===== config.mk =====
export PLATFORM = sky130hd
export DESIGN_NAME = decompressor_ring
export DESIGN_NICKNAME = d
export VERILOG_FILES = /design/src/rtl/decompressor_ring.sv
export SDC_FILE = /design/constraint.sdc
export NUM_CORES = 1
export LEC_CHECK = 0
export BUFFER_PORTS_ARGS = -buffer_cell sky130_fd_sc_hd__buf_2
export CAP_MARGIN = 40
export CELL_PAD_IN_SITES_DETAIL_PLACEMENT = 1
export CELL_PAD_IN_SITES_GLOBAL_PLACEMENT = 2
export CORE_ASPECT_RATIO = 2
export CORE_MARGIN = 2
export CORE_UTILIZATION = 38
export DETAILED_ROUTE_END_ITERATION = 16
export PLACE_DENSITY_LB_ADDON = 0.1
export SLEW_MARGIN = 40
export SYNTH_ARGS = -nofsm -noshare
export SYNTH_HDL_FRONTEND = slang
export SYNTH_SLANG_ARGS = --single-unit

===== constraint.sdc =====
create_clock -name clk -period 5.6 [get_ports clk]
set_input_delay 0.56 -clock clk [delete_from_list [all_inputs] [get_ports clk]]
set_output_delay 0.56 -clock clk [all_outputs]
set_load 0.01 [all_outputs]

===== src/rtl/decompressor_ring.sv =====
// rtl/decompressor_ring.sv - unpacks LSB-first densely packed values from 16-bit words, one value per handshake.
// Optional feature macro: DECOMP_UNSIGNED_MODE_EN (adds is_unsigned, zero-extends output when set).
module decompressor_ring #(
  parameter int INPUT_BITWIDTH = 16,
  parameter int MAXBITWIDTH    = 16,
  parameter int BUF_SIZE       = 32
) (
  input  logic                      clk,
  input  logic                      rstn,
  input  logic                      start,
  input  logic [4:0]                bitwidth_d,
  input  logic [31:0]               num_of_values,
`ifdef DECOMP_UNSIGNED_MODE_EN
  input  logic                      is_unsigned,
`endif
  input  logic                      rcv_valid,
  input  logic [INPUT_BITWIDTH-1:0] rcv_data,
  output logic                      rcv_ready,
  output logic                      trm_valid,
  output logic [MAXBITWIDTH-1:0]    trm_data,
  output logic                      trm_last,
  input  logic                      trm_ready,
  output logic                      busy,
  output logic                      cfg_err
);

  localparam int FW = $clog2(BUF_SIZE + 1);

  typedef enum logic {S_IDLE = 1'b0, S_RUN = 1'b1} state_t;

  state_t                r_state;
  logic [BUF_SIZE-1:0]   r_buf;
  logic [FW-1:0]         r_fill;
  logic [4:0]            r_bw;
  logic [31:0]           r_n;
  logic [32:0]           r_words_total;
  logic [32:0]           r_words_rx;
  logic [31:0]           r_vals_tx;
  logic                  r_cfg_err;
  logic                  r_unsigned;

  logic [36:0]           w_bits_rnd;
  logic [32:0]           w_words_total;
  logic                  w_cfg_bad;
  logic                  w_push;
  logic                  w_pop;
  logic [FW-1:0]         w_base;
  logic [FW-1:0]         w_fill_next;
  logic [BUF_SIZE-1:0]   w_buf_next;
  logic [MAXBITWIDTH-1:0] w_mask;
  logic [MAXBITWIDTH-1:0] w_raw;
  logic                  w_sign;

  // Product is 37 bits wide so a full 32-bit count at bitwidth 31 cannot wrap.
  assign w_bits_rnd    = ({5'd0, num_of_values} * {32'd0, bitwidth_d}) + 37'd15;
  assign w_words_total = 33'(w_bits_rnd >> 4);
  assign w_cfg_bad     = (bitwidth_d == 5'd0) || (bitwidth_d > 5'd16) || (num_of_values == 32'd0);

  assign busy      = (r_state == S_RUN);
  assign cfg_err   = r_cfg_err;
  assign rcv_ready = busy && (r_fill <= FW'(INPUT_BITWIDTH)) && (r_words_rx < r_words_total);
  assign trm_valid = busy && (r_fill >= FW'(r_bw));
  assign trm_last  = trm_valid && (r_vals_tx == (r_n - 32'd1));

  assign w_push = rcv_valid && rcv_ready;
  assign w_pop  = trm_valid && trm_ready;

  assign w_mask = {MAXBITWIDTH{1'b1}} >> (MAXBITWIDTH - int'(r_bw));
  assign w_raw  = r_buf[MAXBITWIDTH-1:0] & w_mask;
  assign w_sign = r_buf[r_bw - 5'd1] && !r_unsigned;

  always_comb begin
    trm_data = '0;
    if (busy) begin
      trm_data = w_sign ? (w_raw | ~w_mask) : w_raw;
    end
  end

  // Bits at or above r_fill are always zero, so a new word can be OR-ed in place.
  assign w_base      = w_pop ? (r_fill - FW'(r_bw)) : r_fill;
  assign w_fill_next = r_fill + (w_push ? FW'(INPUT_BITWIDTH) : FW'(0)) - (w_pop ? FW'(r_bw) : FW'(0));
  assign w_buf_next  = (w_pop ? (r_buf >> r_bw) : r_buf) |
                       (w_push ? ({{(BUF_SIZE-INPUT_BITWIDTH){1'b0}}, rcv_data} << w_base) : '0);

  always_ff @(posedge clk) begin
    if (!rstn) begin
      r_state       <= S_IDLE;
      r_buf         <= '0;
      r_fill        <= '0;
      r_bw          <= '0;
      r_n           <= '0;
      r_words_total <= '0;
      r_words_rx    <= '0;
      r_vals_tx     <= '0;
      r_cfg_err     <= 1'b0;
      r_unsigned    <= 1'b0;
    end else begin
      r_cfg_err <= 1'b0;
      case (r_state)
        S_IDLE: begin
          if (start) begin
            r_bw          <= bitwidth_d;
            r_n           <= num_of_values;
            r_words_total <= w_words_total;
`ifdef DECOMP_UNSIGNED_MODE_EN
            r_unsigned    <= is_unsigned;
`else
            r_unsigned    <= 1'b0;
`endif
            r_buf         <= '0;
            r_fill        <= '0;
            r_words_rx    <= '0;
            r_vals_tx     <= '0;
            if (w_cfg_bad) begin
              r_cfg_err <= 1'b1;
            end else begin
              r_state <= S_RUN;
            end
          end
        end
        S_RUN: begin
          if (w_pop && trm_last) begin
            r_state <= S_IDLE;
            r_fill  <= '0;
            r_buf   <= '0;
          end else begin
            r_fill <= w_fill_next;
            r_buf  <= w_buf_next;
          end
          if (w_push) r_words_rx <= r_words_rx + 33'd1;
          if (w_pop)  r_vals_tx  <= r_vals_tx + 32'd1;
        end
        default: r_state <= S_IDLE;
      endcase
    end
  end

endmodule


Word-level counts from Yosys, hierarchy flattened
Cells that the tools add are included.

Bits of input ports: 58. Output and inout port bits: 21. Logic and storage cells: 78. Register bits: 175.

Reductions and logical operators: 15. Multipliers: 1. Mux-type cells: 25. Order comparisons: 5. Eq/ne operators: 4. Add/subtract/negate cells: 9. Bitwise logic cells: 7. Shifts and indexed selects: 3.

Operators with widths (number): 2-to-1 mux 32 bit (5); case mux 32 bit (2 select lines) (2); 2-to-1 mux 33 bit (2); case mux 33 bit (2 select lines) (1); adder 37 x 4 -> 37 bit (second input constant) (1); multiplier 32 x 5 -> 37 bit (1); adder 33 x 1 -> 33 bit (second input constant) (1); < comparator 33 bit (1); adder 32 x 1 -> 32 bit (second input constant) (1); equality test 32 bit (1); logical NOT 32 bit (1); 2-to-1 mux 16 bit (2); OR 32 bit (1); << shifter 16 x 6 -> 32 bit (1); right shift 16 x 32 -> 16 bit (first input constant) (1); right shift 32 x 5 -> 32 bit (1); subtractor 32 x 1 -> 32 bit (second input constant) (1); 2-to-1 mux 6 bit (3); AND 16 bit (1); NOT 16 bit (1); OR 16 bit (1); case mux 6 bit (2 select lines) (1); subtractor 6 x 5 -> 6 bit (2); 2-to-1 mux 5 bit (2); other kinds (18) (34).

Logic depth before layout (Yosys ltp)
Word-level depth: 9. Gate-level depth with buffers: 21. Depth with buffers taken out: 17.

Worst setup path after synthesis
Ideal clock, no wire load.

Path type: register -> output. From: reg r_bw[0]. To: out trm_data[13]. Path slack: 0.627 ns. Cell stages (with the launch flop): 16. Path buffers: 6. Arrival time: 4.413 ns. Data required time: 5.040 ns. Cell sequence: dfxtp_1 > clkbuf_1 > buf_1 > clkbuf_1 > inv_1 > clkbuf_1 > ha_1 > clkbuf_1 > mux4_2 > mux4_2 > nor2_1 > a21oi_1 > a21boi_0 > clkbuf_1 > o21ai_0 > a21boi_0.

Word-level cells in the longest chain between the ends: 6. Elaborated cells between the ends (all ways): 10. Those cells by class: 2 x add/sub; 1 x shift; 4 x mux; 3 x bitwise.

Ends and longest elaborated chain: start, declared (line 34) `logic [4:0] r_bw;`; start signal, assigned (line 102) `r_bw <= bitwidth_d;`; subtractor 5 x 5 -> 6 bit (line 68) `assign w_mask = {MAXBITWIDTH{1'b1}} >> (MAXBITWIDTH - int'(r_bw));`; right shift 16 x 32 -> 16 bit (line 68); AND 16 bit or NOT 16 bit (tied branches) (line 69, 75); OR 16 bit (line 75) `trm_data = w_sign ? (w_raw | ~w_mask) : w_raw;`; 2-to-1 mux 16 bit * (line 75); 2-to-1 mux 16 bit * (line 74) `if (busy) begin`; end, declared (line 20) `output logic [MAXBITWIDTH-1:0] trm_data,`.

Mark *: on every way between the ends. The rest lies on a longest branch, timed or not. The select of a mux whose other input is x is not followed.

Worst setup path after layout
From: in bitwidth_d[3]. To: reg r_words_total[29].

Word-level cells in the longest chain between the ends: 2.

Ends and longest elaborated chain: start, declared (line 11) `input logic [4:0] bitwidth_d,`; multiplier 32 x 5 -> 37 bit (line 55) `assign w_bits_rnd = ({5'd0, num_of_values} * {32'd0, bitwidth_d}) + 37'd15;`; adder 37 x 4 -> 37 bit (line 55); end signal, assigned (line 104) `r_words_total <= w_words_total;`; end, declared (line 36) `logic [32:0] r_words_total;`.

Every way passes these cells. A chain may end at the register's enable or synchronous reset.

==> results summary <==
The number of antenna violations at the first check in global routing came to 0. When the netlist entered floorplanning its net count stood at 2626. The unique cell type count in the Yosys netlist came out at 81.

The critical path startpoint category is a primary input. In this run the tool buffered the top-level ports with 78 buffer cells. The number of vias in the routed layout came out at 16.96k.

The number of global-route vias before repair came out at 17.51k. In this run, post-CTS hold repair placed 0 buffers. The hold violation count in the final report is 0. The final setup violation count came out at 0.

The setup check on the worst reg-to-reg path leaves a slack of 1.15 ns. In the final timing run, aggregate negative setup slack is 0 ns. The buffer count from post-CTS setup fixing came out at 0. The ratio of cells with drive above 1 in the final layout is 8.904%. The die area is 50190 um2. The later pin in the worst-skew pair is clocked with a latency of 0.46 ns. For this run, the top clock speed supported by timing is 0.2005 GHz.

At the placement stage, the worst setup path has a slack of 0.1714 ns. The largest fanout on the critical path is 17. The min-delay analysis places its worst path in the category in2reg. The fraction of registers with async set or reset after synthesis came out at 0%. Row generation in the floorplan step produced 114 rows.

Once the floorplan was initialized, standard cells occupied 38.19% of the core. The power density normalized to cell area came out at 244.8 nW/um2. The synthesized netlist cell count came out at 2355. The number of detailed-route iterations in the first pass came out at 5.

The final cell count without fillers is 3019. Counting I/O delays and the setup requirement, the final critical path takes 4.986 ns. The launching element of the worst setup path is bitwidth_d[3]. The die is 314.8 um tall.

Max-cap violations in this run came to 0. The number of remaining DRC errors came out at 0. The overall die width is 159.4 um. The average cell area after synthesis came out at 7.796 um2. Setup repair after global routing left no endpoint under its margin.

The data arrival at the endpoint of the critical path is 5.33 ns. The cell sitting at the root of the clock tree is a sky130_fd_sc_hd__clkbuf_16. The total congestion overflow after global routing is 0.

The number of inserted diodes is 0. Across every metal layer, demand over resource in global routing totals 25.45%. The biggest area consumer among synthesized cells is sky130_fd_sc_hd__dfxtp_1.

The total count of max-transition violations in the final report is 0. The run finished with clean final reports. The number of levels the H-tree was split into is 4. The sum of internal, switching and leakage power is 4891 uW. The total leakage power came out at 0.008299 uW. The detailed-route wire length per cell came out at 20.87 um.

In this run the critical register-to-register path is captured at r_fill[5]. The number of nets at the end of the flow came out at 2639. The filler cells instantiated in the layout total 5954. The critical path ends at r_words_total[29]. The final antenna-violating net count is 0.

At the pin with the least slew margin, the transition time is 0.7755 ns. The area inside the core boundary is 48070 um2. The post-synthesis sequential area ratio came out at 19.08%. The headroom to the max-slew limit came out at 48.24%. The classification of the worst setup path is in2reg. The share of the clock period used by the worst path came out at 89.04%. The clock sink count came out at 175. The number of warnings issued by yosys is 0. The via density per instance is 5.618. The register bit count reported by yosys is 175. The post-cts repair resize count came out at 0. The maximum vdd drop came out at 0.0001481 V. The relative area change from synthesis to final layout came out at 8.812%. The kind of capture point of the worst setup path is a flop.

The fraction of the core area covered by cells at the end of the flow is 41.56%. The longest clock path from root to sink contains 2 buffers. Entering global routing, the biggest net connects 63 pins.

The wire length after detailed routing came out at 63.00 mm. Yosys attributes the largest share of cell area to sky130_fd_sc_hd__dfxtp_1 19%, sky130_fd_sc_hd__fa_1 10%, sky130_fd_sc_hd__ha_1 8.0%, sky130_fd_sc_hd__and2_1 6.1%, sky130_fd_sc_hd__nand2_1 5.7%. The worst register-to-register path has a depth of 15. Clock-pin slew was measured on the worst setup and hold paths at 0.08 ns. The leading register cell type out of synthesis is sky130_fd_sc_hd__dfxtp_1. The critical path required time is 5.94 ns. Including well taps, the total number of placed cells is 2987. The cell area after synthesis is 18360 um2. The first global-routing pass estimated 100.8 mm of wire. The worst setup skew after layout came out at 0.01333 ns. The violation count after the first detailed-route iteration came out at 921.

The worst register-to-register path begins at r_bw[0]. The area share of the largest cell type after synthesis came out at 19.08%. The setup slack after layout came out at 0.6137 ns. 79 I/O pins were placed. The congestion estimate from routability-driven global placement came to 0.8629. The number of buffers added by the clock tree synthesis step is 17. The wire-length estimate of the detail-placed layout is 49.91 mm. The number of synthesized flops with an enable pin is 0. TritonCTS built the clock tree.
[synthesized netlist by cell type (7+ instances only)]
library cell and n:
sky130_fd_sc_hd__nand2_1 281, sky130_fd_sc_hd__inv_1 222, sky130_fd_sc_hd__and2_1 178, sky130_fd_sc_hd__dfxtp_1 175
sky130_fd_sc_hd__nor2_1 140, sky130_fd_sc_hd__ha_1 117, sky130_fd_sc_hd__clkbuf_1 110, sky130_fd_sc_hd__a21oi_1 105
sky130_fd_sc_hd__o21ai_0 103, sky130_fd_sc_hd__nand3_1 102, sky130_fd_sc_hd__fa_1 96, sky130_fd_sc_hd__xnor2_1 67
sky130_fd_sc_hd__xor2_1 56, sky130_fd_sc_hd__a21boi_0 53, sky130_fd_sc_hd__nand4_1 48, sky130_fd_sc_hd__mux2i_1 47
sky130_fd_sc_hd__nor3_1 44, sky130_fd_sc_hd__mux4_2 28, sky130_fd_sc_hd__nor4_1 28, sky130_fd_sc_hd__and3_1 24
sky130_fd_sc_hd__a31oi_1 23, sky130_fd_sc_hd__a21o_1 22, sky130_fd_sc_hd__nor2b_1 20, sky130_fd_sc_hd__a211oi_1 18
sky130_fd_sc_hd__o22ai_1 16, sky130_fd_sc_hd__a22oi_1 15, sky130_fd_sc_hd__o211ai_1 13, sky130_fd_sc_hd__a22o_1 12
sky130_fd_sc_hd__o21a_1 12, sky130_fd_sc_hd__or3_1 12, sky130_fd_sc_hd__or4_1 11, sky130_fd_sc_hd__nand2b_1 10
sky130_fd_sc_hd__o31ai_1 9, sky130_fd_sc_hd__a311oi_1 8, sky130_fd_sc_hd__mux2_2 8, sky130_fd_sc_hd__o21ai_1 8
sky130_fd_sc_hd__o2111ai_1 7
[routing by layer]
| metal | part of all wire (%) | GRT usage (%) | vias up |
|---|---|---|---|
| met2 | 49 | 44.23 | 315 |
| met3 | 3.3 | 2.986 | 67 |
| met5 | 0 | 0 | - |
| met4 | 2.4 | 7.169 | 0 |
| li1 | - | - | 8195 |
| met1 | 46 | 33.31 | 8384 |
[through the flow]
stage | hold slack (ns) | instance area (um2)
floorplan | 0.4354 | 18360
global placement | 0.4576 | 19380
detailed placement | 0.4637 | 19390
CTS | 0.4181 | 19960
global route | 0.4391 | 19980
finish | 0.4355 | 19980
[worst max-delay path, cell delays in order]
cell                        delay (ns)
sky130_fd_sc_hd__buf_2            0.29
sky130_fd_sc_hd__and2_1           0.20
sky130_fd_sc_hd__fa_1             0.45
sky130_fd_sc_hd__fa_1             0.54
sky130_fd_sc_hd__inv_1            0.05
sky130_fd_sc_hd__fa_1             0.53
sky130_fd_sc_hd__inv_1            0.04
sky130_fd_sc_hd__ha_1             0.32
sky130_fd_sc_hd__nand2_1          0.06
sky130_fd_sc_hd__o21ai_0          0.51
sky130_fd_sc_hd__o2111ai_1        0.26
sky130_fd_sc_hd__a211o_1          0.42
sky130_fd_sc_hd__a211o_1          0.34
sky130_fd_sc_hd__a21boi_0         0.33
sky130_fd_sc_hd__o21ai_0          0.14
sky130_fd_sc_hd__a32o_1           0.27
[final cells by class]
| type | instances | area [um2] | area share [%] |
|---|---|---|---|
| Multi-Input combinational cell | 1832 | 13570 | 67.93 |
| Clock inverter | 15 | 142.6 | 0.7140 |
| Inverter | 223 | 837.1 | 4.190 |
| Tap cell | 638 | 798.3 | 3.996 |
| Timing Repair Buffer | 119 | 698.2 | 3.495 |
| Clock buffer | 17 | 425.4 | 2.130 |
| Sequential cell | 175 | 3506 | 17.55 |
[flip-flops by register name (all words and copies together), names as in the netlist]
register / cells
r_n: 32
r_bw: 5
busy: 1
r_buf: 32
cfg_err: 1
r_vals_tx: 32
r_words_rx: 33
r_fill: 6
r_words_total: 33
[kinds of logic after synthesis]
kind of cell | after synthesis | share of synthesized area (%)
compound gates | 487 | 17.56
buf+inv | 348 | 7.313
mux | 83 | 6.488
flops | 175 | 19.08
fa+ha+maj | 213 | 18.44
xor+xnor | 123 | 5.868
simple gates | 926 | 25.25
[how the worst min path moves through the flow]
stage / from / to / slack (ns) / cells after the start
floorplan: r_words_total[27] / r_words_total[27] / 0.44 / 1
global placement: r_words_total[16] / r_words_total[16] / 0.46 / 2
detailed placement: r_words_total[16] / r_words_total[16] / 0.46 / 2
CTS: num_of_values[28] / r_n[28] / 0.42 / 3
global route: num_of_values[27] / r_n[27] / 0.44 / 3
finish: num_of_values[28] / r_n[28] / 0.44 / 3
[power breakdown]
group          internal (uW)  switching, uW
clock                    589            606
sequential              1340           72.4
combinational            882           1400
total                   2810           2080
[placed cells by master, fill, tap and decap left out, types with 18 or more instances in the layout]
| cell | instances |
|---|---|
| sky130_fd_sc_hd__nand2_1 | 280 |
| sky130_fd_sc_hd__buf_2 | 78 |
| sky130_fd_sc_hd__a21oi_1 | 104 |
| sky130_fd_sc_hd__a211oi_1 | 18 |
| sky130_fd_sc_hd__inv_1 | 222 |
| sky130_fd_sc_hd__buf_4 | 41 |
| sky130_fd_sc_hd__a21o_1 | 22 |
| sky130_fd_sc_hd__nor3_1 | 44 |
| sky130_fd_sc_hd__ha_1 | 117 |
| sky130_fd_sc_hd__o21ai_0 | 103 |
| sky130_fd_sc_hd__nor4_1 | 28 |
| sky130_fd_sc_hd__nor2b_1 | 19 |
| sky130_fd_sc_hd__nand3_1 | 102 |
| sky130_fd_sc_hd__a21boi_0 | 52 |
| sky130_fd_sc_hd__dfxtp_1 | 173 |
| sky130_fd_sc_hd__and3_1 | 24 |
| sky130_fd_sc_hd__xnor2_1 | 66 |
| sky130_fd_sc_hd__a31oi_1 | 23 |
| sky130_fd_sc_hd__mux2i_1 | 47 |
| sky130_fd_sc_hd__mux4_2 | 28 |
| sky130_fd_sc_hd__xor2_1 | 55 |
| sky130_fd_sc_hd__fa_1 | 96 |
| sky130_fd_sc_hd__nor2_1 | 139 |
| sky130_fd_sc_hd__nand4_1 | 48 |
| sky130_fd_sc_hd__and2_1 | 178 |
No activity file was read; power rests on OpenSTA's default activity.
